<file path="config.mk">
export PLATFORM = sky130hd
export DESIGN_NAME = mem_burst_reader
export DESIGN_NICKNAME = d
export VERILOG_FILES = /design/src/rtl/mem_burst_reader.sv
export SDC_FILE = /design/constraint.sdc
export NUM_CORES = 1
export LEC_CHECK = 0
export ABC_AREA = 1
export CAP_MARGIN = 40
export CORE_AREA = 5 5 170 172
export DETAILED_ROUTE_END_ITERATION = 8
export DIE_AREA = 0 0 175 177
export HOLD_SLACK_MARGIN = 0.03
export PLACE_DENSITY_LB_ADDON = 0.1
export RECOVER_POWER = 100
export SLEW_MARGIN = 20
export SYNTH_ARGS = -nofsm -noshare
export SYNTH_HDL_FRONTEND = slang
export SYNTH_SLANG_ARGS = --single-unit
</file>
<file path="constraint.sdc">
create_clock -name Mem_Clk -period 2.6 [get_ports Mem_Clk]
set_input_delay 0.26 -clock Mem_Clk [delete_from_list [all_inputs] [get_ports Mem_Clk]]
set_output_delay 0.26 -clock Mem_Clk [all_outputs]
set_load 0.02 [all_outputs]
</file>
<file path="src/rtl/mem_burst_reader.sv">
// Burst reader: issues up to num_words tagged read commands from a base address,
// keeps at most MAX_OUTSTANDING in flight, and forwards returned data downstream.
module mem_burst_reader #(
  parameter int ADDR_STEP       = 16,
  parameter int MAX_OUTSTANDING = 8,
  parameter int LEN_WIDTH       = 16
) (
  input  logic                 Mem_Clk,
  input  logic                 Mem_Rst,
  input  logic                 start,
  input  logic [31:0]          base_addr,
  input  logic [LEN_WIDTH-1:0] num_words,
  output logic                 busy,
  output logic                 done,
  output logic                 tag_err,
  output logic [31:0]          Mem_Cmd_Address,
  output logic                 Mem_Cmd_RNW,
  output logic                 Mem_Cmd_Valid,
  output logic [31:0]          Mem_Cmd_Tag,
  input  logic                 Mem_Cmd_Ack,
  input  logic [143:0]         Mem_Rd_Dout,
  input  logic [31:0]          Mem_Rd_Tag,
  input  logic                 Mem_Rd_Valid,
  output logic                 Mem_Rd_Ack,
  output logic [143:0]         dout,
  output logic                 dout_valid,
  input  logic                 dout_ready
);

  typedef enum logic [1:0] {IDLE, ISSUE, DRAIN, DONE} state_t;

  localparam logic [3:0]           MAX_OUT = 4'(MAX_OUTSTANDING);
  localparam logic [31:0]          STEP    = 32'(ADDR_STEP);
  localparam logic [LEN_WIDTH-1:0] ONE     = LEN_WIDTH'(1);

  state_t               state, state_next;
  logic [31:0]          cmd_addr;
  logic [LEN_WIDTH-1:0] len, issued, returned;
  logic [3:0]           outstanding;
  logic                 tag_err_q;

  logic active, start_ok, cmd_acc, rd_acc, rd_acc_active;
  logic last_cmd, last_rd, tag_bad;

  assign active        = (state == ISSUE) || (state == DRAIN);
  assign start_ok      = (state == IDLE) && start;
  assign cmd_acc       = Mem_Cmd_Valid && Mem_Cmd_Ack;
  assign rd_acc        = Mem_Rd_Valid && Mem_Rd_Ack;
  assign rd_acc_active = rd_acc && active;
  assign last_cmd      = cmd_acc && (issued == len - ONE);
  assign last_rd       = rd_acc_active && (returned == len - ONE);
  // Outside a burst every read is unexpected, so any valid beat is an error.
  assign tag_bad       = active ? (rd_acc && (Mem_Rd_Tag != 32'(returned))) : Mem_Rd_Valid;

  assign Mem_Cmd_RNW     = 1'b1;
  assign Mem_Cmd_Address = cmd_addr;
  assign Mem_Cmd_Tag     = 32'(issued);
  assign tag_err         = tag_err_q;

  // NOTE: state register alone is clocked; all decoding lives in the always_comb below.
  always_ff @(posedge Mem_Clk or posedge Mem_Rst) begin
    if (Mem_Rst) state <= IDLE;
    else         state <= state_next;
  end

  // NOTE: every output gets a default before the case, so no path leaves one unassigned (no latches).
  always_comb begin
    state_next    = state;
    busy          = (state != IDLE);
    done          = 1'b0;
    Mem_Cmd_Valid = 1'b0;
    dout          = '0;
    dout_valid    = 1'b0;
    Mem_Rd_Ack    = 1'b1;
    case (state)
      IDLE: begin
        if (start) state_next = (num_words == '0) ? DONE : ISSUE;
      end
      ISSUE: begin
        Mem_Cmd_Valid = (issued < len) && (outstanding < MAX_OUT);
        dout          = Mem_Rd_Dout;
        dout_valid    = Mem_Rd_Valid;
        Mem_Rd_Ack    = dout_ready;
        if (last_cmd) state_next = last_rd ? DONE : DRAIN;
      end
      DRAIN: begin
        dout       = Mem_Rd_Dout;
        dout_valid = Mem_Rd_Valid;
        Mem_Rd_Ack = dout_ready;
        if (last_rd) state_next = DONE;
      end
      DONE: begin
        done       = 1'b1;
        state_next = IDLE;
      end
      default: state_next = IDLE;
    endcase
  end

  // NOTE: sequential state uses non-blocking assignments so every register sees pre-edge values.
  always_ff @(posedge Mem_Clk or posedge Mem_Rst) begin
    if (Mem_Rst) begin
      cmd_addr    <= '0;
      len         <= '0;
      issued      <= '0;
      returned    <= '0;
      outstanding <= '0;
      tag_err_q   <= 1'b0;
    end else if (start_ok) begin
      cmd_addr    <= base_addr;
      len         <= num_words;
      issued      <= '0;
      returned    <= '0;
      outstanding <= '0;
      tag_err_q   <= 1'b0;
    end else begin
      if (cmd_acc) begin
        issued   <= issued + ONE;
        cmd_addr <= cmd_addr + STEP;
      end
      if (rd_acc_active) returned <= returned + ONE;
      // A return with nothing in flight is a protocol error; don't let the count wrap.
      if (cmd_acc && !(rd_acc_active && outstanding != '0))
        outstanding <= outstanding + 4'd1;
      else if (!cmd_acc && rd_acc_active && outstanding != '0)
        outstanding <= outstanding - 4'd1;
      if (tag_bad) tag_err_q <= 1'b1;
    end
  end

endmodule

</file>
# [Word-level counts from Yosys, hierarchy flattened]
# Cells that the tools add are included.
[totals] register_bits=87 wordCells=72
[classes] addsub=6 order_cmp=2 n_eq_ne=9 n_mux=23 reduce_logical=25
[ops] cell="two-way mux 144 bit" n=1
[ops] cell="two-way mux 16 bit" n=4
[ops] cell="two-way mux 32 bit" n=2
[ops] cell="adder 16 x 1 -> 16 bit (second input constant)" n=2
[ops] cell="adder 32 x 5 -> 32 bit (second input constant)" n=1
[ops] cell="== test 16 bit" n=2
[ops] cell="inequality test 32 x 16 -> 1 bit" n=1
[ops] cell="logical NOT 16 bit" n=1
[ops] cell="less-than comparator 16 bit" n=1
[ops] cell="subtractor 16 x 1 -> 16 bit (second input constant)" n=1
[ops] cell="logical AND 1 bit" n=12
[ops] cell="two-way mux 4 bit" n=3
[ops] cell="two-way mux 1 bit" n=8
[ops] cell="two-way mux 2 bit" n=4
[ops] cell="case mux 2 bit (4 select lines)" n=1
[ops] cell="nonzero test 2 bit" n=4
[ops] cell="inequality test 2 bit (second input constant)" n=3
[ops] cell="adder 4 x 1 -> 4 bit (second input constant)" n=1
[ops] cell="== test 2 bit (second input constant)" n=2
[ops] cell="less-than comparator 4 bit (second input constant)" n=1
[ops] cell="nonzero test 4 bit" n=1
[ops] cell="subtractor 4 x 1 -> 4 bit (second input constant)" n=1
[ops] cell="AND reduction 3 bit" n=1
[ops] cell="nonzero test 3 bit" n=1
[ops] cell="other kinds (5)" n=6

# [Logic depth before layout (Yosys ltp)]
[logic_depth] ltp_word=10 mapped_depth=18 depth_no_buf=18

# [Least setup slack after synthesis]
# No wires, ideal clock.
[synth_path] path_type="register to register" startpoint="register len[3]" endpoint="register outstanding[3]" setup_time_ns=0.121 arrival_time_ns=2.457 required_ns=2.479 slack_ns=0.021 stages_incl_launch_ff=18 synth_period_minus_slack_ns=2.579 cell_sequence="dfrtp_1 -> inv_1 -> ha_1 -> a21oi_1 -> o21ai_0 -> nand2_1 -> nand3_1 -> nand2_1 -> nand3_4 -> nor2_2 -> inv_1 -> ha_1 -> nand2_1 -> nor2_1 -> a211oi_1 -> nand2_1 -> nand2_1 -> o21ai_1"
[synth_via] elab_chain_len=8 elab_cells_between_ends=11 classes_between="1 x order compare; 3 x mux; 7 x reduce/logical"
[synth_rtl] item="start: declaration" line="38" source="logic [LEN_WIDTH-1:0] len, issued, returned;"
[synth_rtl] item="start signal: assignment" line="111" source="len <= num_words;"
[synth_rtl] item="less-than comparator 16 bit (*)" line="80" source="Mem_Cmd_Valid = (issued < len) && (outstanding < MAX_OUT);"
[synth_rtl] item="logical AND 1 bit (*)" line="80"
[synth_rtl] item="two-way mux 1 bit (*)" line="75" source="case (state)"
[synth_rtl] item="logical AND 1 bit (*)" line="47" source="assign cmd_acc = Mem_Cmd_Valid && Mem_Cmd_Ack;"
[synth_rtl] item="logical NOT 1 bit" line="125" source="else if (!cmd_acc && rd_acc_active && outstanding != '0)"
[synth_rtl] item="logical AND 1 bit (2 in series)" line="125"
[synth_rtl] item="nonzero test 3 bit (no source line)"
[synth_rtl] item="end signal: assignment" line="124" source="outstanding <= outstanding + 4'd1;"
[synth_rtl] item="end signal: assignment" line="126" source="outstanding <= outstanding - 4'd1;"
[synth_rtl] item="end: declaration" line="39" source="logic [3:0] outstanding;"
# Every way passes the cells marked *; elsewhere a longest branch is shown, timed or not.
# A chain may end at the register's enable or synchronous reset.

# [Worst setup path after layout]
[layout_path] startpoint="register state[1]" endpoint="output dout[135]"
[layout_via] elab_chain_len=3 elab_cells_between_ends=4 classes_between="2 x eq/ne; 1 x mux; 1 x reduce/logical"
[layout_rtl] item="start: declaration" line="36" source="state_t state, state_next;"
[layout_rtl] item="start signal: assignment" line="63" source="else state <= state_next;"
[layout_rtl] item="== test 2 x 1 -> 1 bit / == test 2 bit (equally long branches)" line="75"
[layout_rtl] item="OR reduction 2 bit (no source line) (*)"
[layout_rtl] item="two-way mux 144 bit (*)" line="75"
[layout_rtl] item="end: declaration" line="25" source="output logic [143:0] dout,"
# Marked as above.

==> results.txt <==
----------------------------------------------------
[Clock tree]
  Number of setup buffers added after CTS ... 0
  CTS HTree Levels ... 3
  Total clock sinks ... a little under 90
  Maximum buffer depth of the clock tree ... 2
  Clock Tree Root ... sky130_fd_sc_hd__clkbuf_16
  CTS clock-pin slew for the worst setup and hold paths ... ~0.070 ns
  Insertion delay to the later sink of the worst-skew pair ... between 0.3 and 0.4 ns
  Clock buffer count from CTS ... 9
  CTS tree ... built

[Floorplan]
  Total die area ... about 0.031 mm²
  Starting Density ... a little under 30%
  Area of the core ... between 0.02 and 0.03 mm²
  IO Count ... between 400 and 500
  Die Span X ... between 150 and 200 µm
  Die Span Y ... ~180 µm
  # rows ... roughly 60

[Power and ir drop]
  Clock power frac ... 9.8%
  Switching power of the nets ... between 7 and 8 mW
  Maximum vdd ir drop ... roughly 0.00063 V
  Fraction of power consumed by combinational cells ... around 74%
  Sw frac ... about 54%
  Internal Dissipation ... around 6.3 mW
  Fraction of power consumed by sequential logic ... 16.2%
  Power density over cell area ... ~1100 mW/mm²
  Static leakage ... between 7 and 8 nW

[GRT]
  First-pass GRT wire length ... 57.53 mm
  Total global-route track usage ... between 20 and 25%
  Vias in the first global route ... slightly above 9000
  Pin count of the biggest net entering global routing ... 83
  GR Overflow Total ... 0
  Number of antenna violations at the first check in global routing ... 5

[Cells and area]
  Post-layout nets ... between 1500 and 2000
  Number of fill cells ... 2871
  Most used cells in the layout excluding fill and tap cells ... sky130_fd_sc_hd__nand2_1, sky130_fd_sc_hd__clkdlybuf4s50_1, sky130_fd_sc_hd__inv_1
  Seq. cell area ... about 0.0022 mm²
  Final cell area excluding filler cells ... about 0.013 mm²
  Layout overhead on the synthesized area ... 65.80%
  Ant diodes ... 0
  Multi-input gate area in the final layout ... 0.004554 mm²
  Proportion of layout cells with a drive suffix above 1 ... 8.535%
  Number of non-filler instances in the completed layout ... between 2000 and 2500
  Most common cell after layout, fill and taps aside ... sky130_fd_sc_hd__nand2_1

[Routing]
  Number of vias per cell after detailed routing ... roughly 4.6
  Total wirelength of the detailed-routed design ... a little under 40 mm
  Detailed-route wire length per cell ... approximately 19 µm
  DRT iter0 DRCs ... 629
  Vias ... 9596
  Antenna Nets Post-Route ... 0
  DRC errors left ... 0
  Detailed Routing Iterations Pass 1 ... 6

[Placement]
  Post-Place Worst Slack ... about 0.057 ns
  Total half-perimeter wirelength after legalization and detailed placement ... approximately 33 mm
  DP Area ... ~0.013 mm²
  Routability congestion estimate ... between 0.9 and 1
  Placed Cells incl. Taps ... 2065
  Number of I/O port buffers ... around 430

[Critical path]
  Arrival time of the worst setup path ... ~2.3 ns
  Crit path max-delay family ... buffers and inverters
  Slowest cell on the critical path ... sky130_fd_sc_hd__clkdlybuf4s50_1
  Most frequent cell on the critical path ... sky130_fd_sc_hd__inv_1
  Critical path fanouts, max ... 26
  Kind of start point of the critical path ... flop
  Crit path buf inv count ... 5
  Critical Setup Path Class ... flop to primary output
  Worst Setup End Kind ... primary output
  CP peak stage delay ... 0.63 ns
  Data required time of the worst path ... 2.34 ns
  Critical Path, Cell by Cell ... inv_1 -> clkbuf_1 -> ha_4 -> buf_12 -> nand2_1 -> inv_1 -> clkdlybuf4s50_1

[Yosys]
  Yosys reg bits ... slightly below 90
  Syn Inst Count ... between 1000 and 1500
  Post-synthesis async set-or-reset flop share ... 100.0%
  Sequential area share after synthesis ... 27.64%
  Dominant register cell in the synthesized netlist ... sky130_fd_sc_hd__dfrtp_1
  Yosys synthesis warning count ... 0
  Average size of a mapped cell ... roughly 6.2 µm²
  Number of enable-type register cells in the synthesized netlist ... 0
  Total standard cell area after synthesis ... 0.007876 mm²
  Number of library cell types mapped by synthesis ... 46

[Timing]
  Total count of hold-check failures in the final report ... 0
  Final Cycle Share ... between 90 and 100%
  Unrepaired setup endpoints after global routing ... true
  Pins over their slew limit ... 31
  Fin Clk Skew ... 0.01049 ns
  Tightest Pin Transition ... about 1.6 ns
  Headroom to the max-slew limit ... -4.644%
  Setup WS post-layout ... approximately 0.056 ns
  Summed negative setup slack over all endpoints ... 0 ns
  Worst-case hold slack ... approximately 0.44 ns
  Minimum period implied by the final worst setup slack ... ~2.5 ns
  Finish-stage setup viols ... 0
  Maximum operating frequency ... 393.1 MHz

[Run]
  Max-cap violation count ... 1

[Outcome]
  Status ... finished with violations
  Failing checks ... capacitance limit, slew limit

[Hold path]
  Kind of path behind the tightest hold check ... input port to flop

----------------------------------------------------
## routing by layer
metal | global-route usage, % | share of wire (%) | vias up
met4 | 4.681 | 1.2 | 10
met3 | 5.875 | 6.8 | 30
met5 | 0 | 0.17 | -
met2 | 42.70 | 50 | 287
li1 | - | - | 4848
met1 | 30.13 | 42 | 4421
## stage by stage
| step | utilization, % | power (mW) |
|---|---|---|
| after global routing | 47.79 | 14.77 |
| final | 47.79 | 13.71 |
| after detailed placement | 47.23 | 13.18 |
| after CTS | 47.78 | 13.97 |
| after floorplan | - | 7.955 |
| after global placement | 47.23 | 13.14 |
## area by class of cell
type	instances	share of cell area, %
Sequential cell	87	16.68
Inverter	262	7.540
Multi-Input combinational cell	885	34.88
Clock buffer	10	1.753
Tap cell	346	3.315
Timing Repair Buffer	485	35.37
Clock inverter	5	0.4599
## kinds of logic (layout without fill, tap and decap cells)
kind of cell	count (synthesis)	after routing	synth area share, %
AND/OR/NAND/NOR	670	670	38.59
buffers and inverters	315	762	15.89
AO/OA/AOI/OAI	138	138	9.690
flip-flops	87	87	27.64
XOR/XNOR	32	32	3.558
adder cells (fa/ha/maj)	28	28	4.543
other	2	17	0.09535
## synthesized netlist by cell type (2+ instances only)
cell type,n,share of area [%]
sky130_fd_sc_hd__o22ai_1,11,0.87
sky130_fd_sc_hd__xnor2_1,4,0.44
sky130_fd_sc_hd__nor4_1,14,1.1
sky130_fd_sc_hd__nor3_1,33,2.1
sky130_fd_sc_hd__a211oi_1,3,0.29
sky130_fd_sc_hd__inv_1,250,12
sky130_fd_sc_hd__buf_2,4,0.25
sky130_fd_sc_hd__conb_1,2,0.095
sky130_fd_sc_hd__o211ai_1,2,0.19
sky130_fd_sc_hd__nor2_1,88,4.2
sky130_fd_sc_hd__nor4_2,2,0.32
sky130_fd_sc_hd__nand2_2,11,0.87
sky130_fd_sc_hd__buf_1,3,0.14
sky130_fd_sc_hd__buf_4,17,1.6
sky130_fd_sc_hd__dfrtp_1,87,28
sky130_fd_sc_hd__nor3b_1,2,0.19
sky130_fd_sc_hd__or2_2,4,0.32
sky130_fd_sc_hd__o21a_1,2,0.19
sky130_fd_sc_hd__nor2_4,6,0.86
sky130_fd_sc_hd__o21ai_0,53,3.4
sky130_fd_sc_hd__o31ai_1,5,0.48
sky130_fd_sc_hd__xor2_1,28,3.1
sky130_fd_sc_hd__nand3b_1,3,0.29
sky130_fd_sc_hd__nand3_2,5,0.64
sky130_fd_sc_hd__a22oi_1,2,0.19
sky130_fd_sc_hd__nor2_8,2,0.51
sky130_fd_sc_hd__inv_2,12,0.57
sky130_fd_sc_hd__a21oi_1,42,2.7
sky130_fd_sc_hd__nand2_4,2,0.29
sky130_fd_sc_hd__nand4_1,22,1.7
sky130_fd_sc_hd__nand2_1,371,18
sky130_fd_sc_hd__o21ai_1,6,0.38
sky130_fd_sc_hd__a32oi_1,2,0.22
sky130_fd_sc_hd__nor2_2,13,1.0
sky130_fd_sc_hd__a31oi_1,8,0.64
sky130_fd_sc_hd__ha_1,27,4.3
sky130_fd_sc_hd__nor3_2,5,0.64
sky130_fd_sc_hd__nand3_1,83,5.3
sky130_fd_sc_hd__clkbuf_1,29,1.4
## power groups by stage
stage | sequential [mW] | combinational [mW] | clock, mW
2_1_floorplan | 2.56 | 5.40 | 0
3_5_place_dp | 2.26 | 10.9 | 0
5_1_grt | 2.30 | 11.1 | 1.42
3_3_place_gp | 2.24 | 10.9 | 0
6_report | 2.22 | 10.2 | 1.34
4_1_cts | 2.24 | 10.4 | 1.38
## state kept, by name (all words and copies together) (netlist names)
| name | count |
|---|---|
| Mem_Cmd_Address | 32 |
| state | 2 |
| returned | 16 |
| outstanding | 4 |
| len | 16 |
| tag_err | 1 |
| issued | 16 |
## worst register-to-register path: stages (launching register included)
cell	delay (ns)
sky130_fd_sc_hd__dfrtp_1	0.38
sky130_fd_sc_hd__inv_1	0.13
sky130_fd_sc_hd__ha_1	0.26
sky130_fd_sc_hd__a21oi_1	0.13
sky130_fd_sc_hd__nor2_1	0.06
sky130_fd_sc_hd__nor2_1	0.11
sky130_fd_sc_hd__nand3_2	0.12
sky130_fd_sc_hd__nand2_2	0.09
sky130_fd_sc_hd__nand3_4	0.07
sky130_fd_sc_hd__nor2_2	0.10
sky130_fd_sc_hd__inv_1	0.08
sky130_fd_sc_hd__ha_1	0.32
sky130_fd_sc_hd__nand2_1	0.08
sky130_fd_sc_hd__nor2_1	0.04
sky130_fd_sc_hd__a211oi_2	0.18
sky130_fd_sc_hd__nand2_1	0.08
sky130_fd_sc_hd__nand2_1	0.06
sky130_fd_sc_hd__o21ai_1	0.05
## worst paths after layout
check	startpoint	endpoint	slack, ns	depth (start not counted)
hold / removal	base_addr[2]	Mem_Cmd_Address[2]	0.44	3
setup / recovery	state[1]	dout[135]	0.06	7
hold reg to reg	Mem_Cmd_Address[2]	Mem_Cmd_Address[2]	0.48	2
min in group asynchronous	Mem_Rst	Mem_Cmd_Address[26]	0.71	2
setup reg to reg	len[5]	outstanding[3]	0.15	17
max in group asynchronous	Mem_Rst	returned[2]	0.36	3
## timing repair
item	in CTS	in global routing
setup endpoints to repair	121	17
hold endpoints to repair	0	0
hold buffers	0	0
gates resized for setup	122	13
pin swaps	0	2
Note: power is estimated with default switching activity, not from simulation.
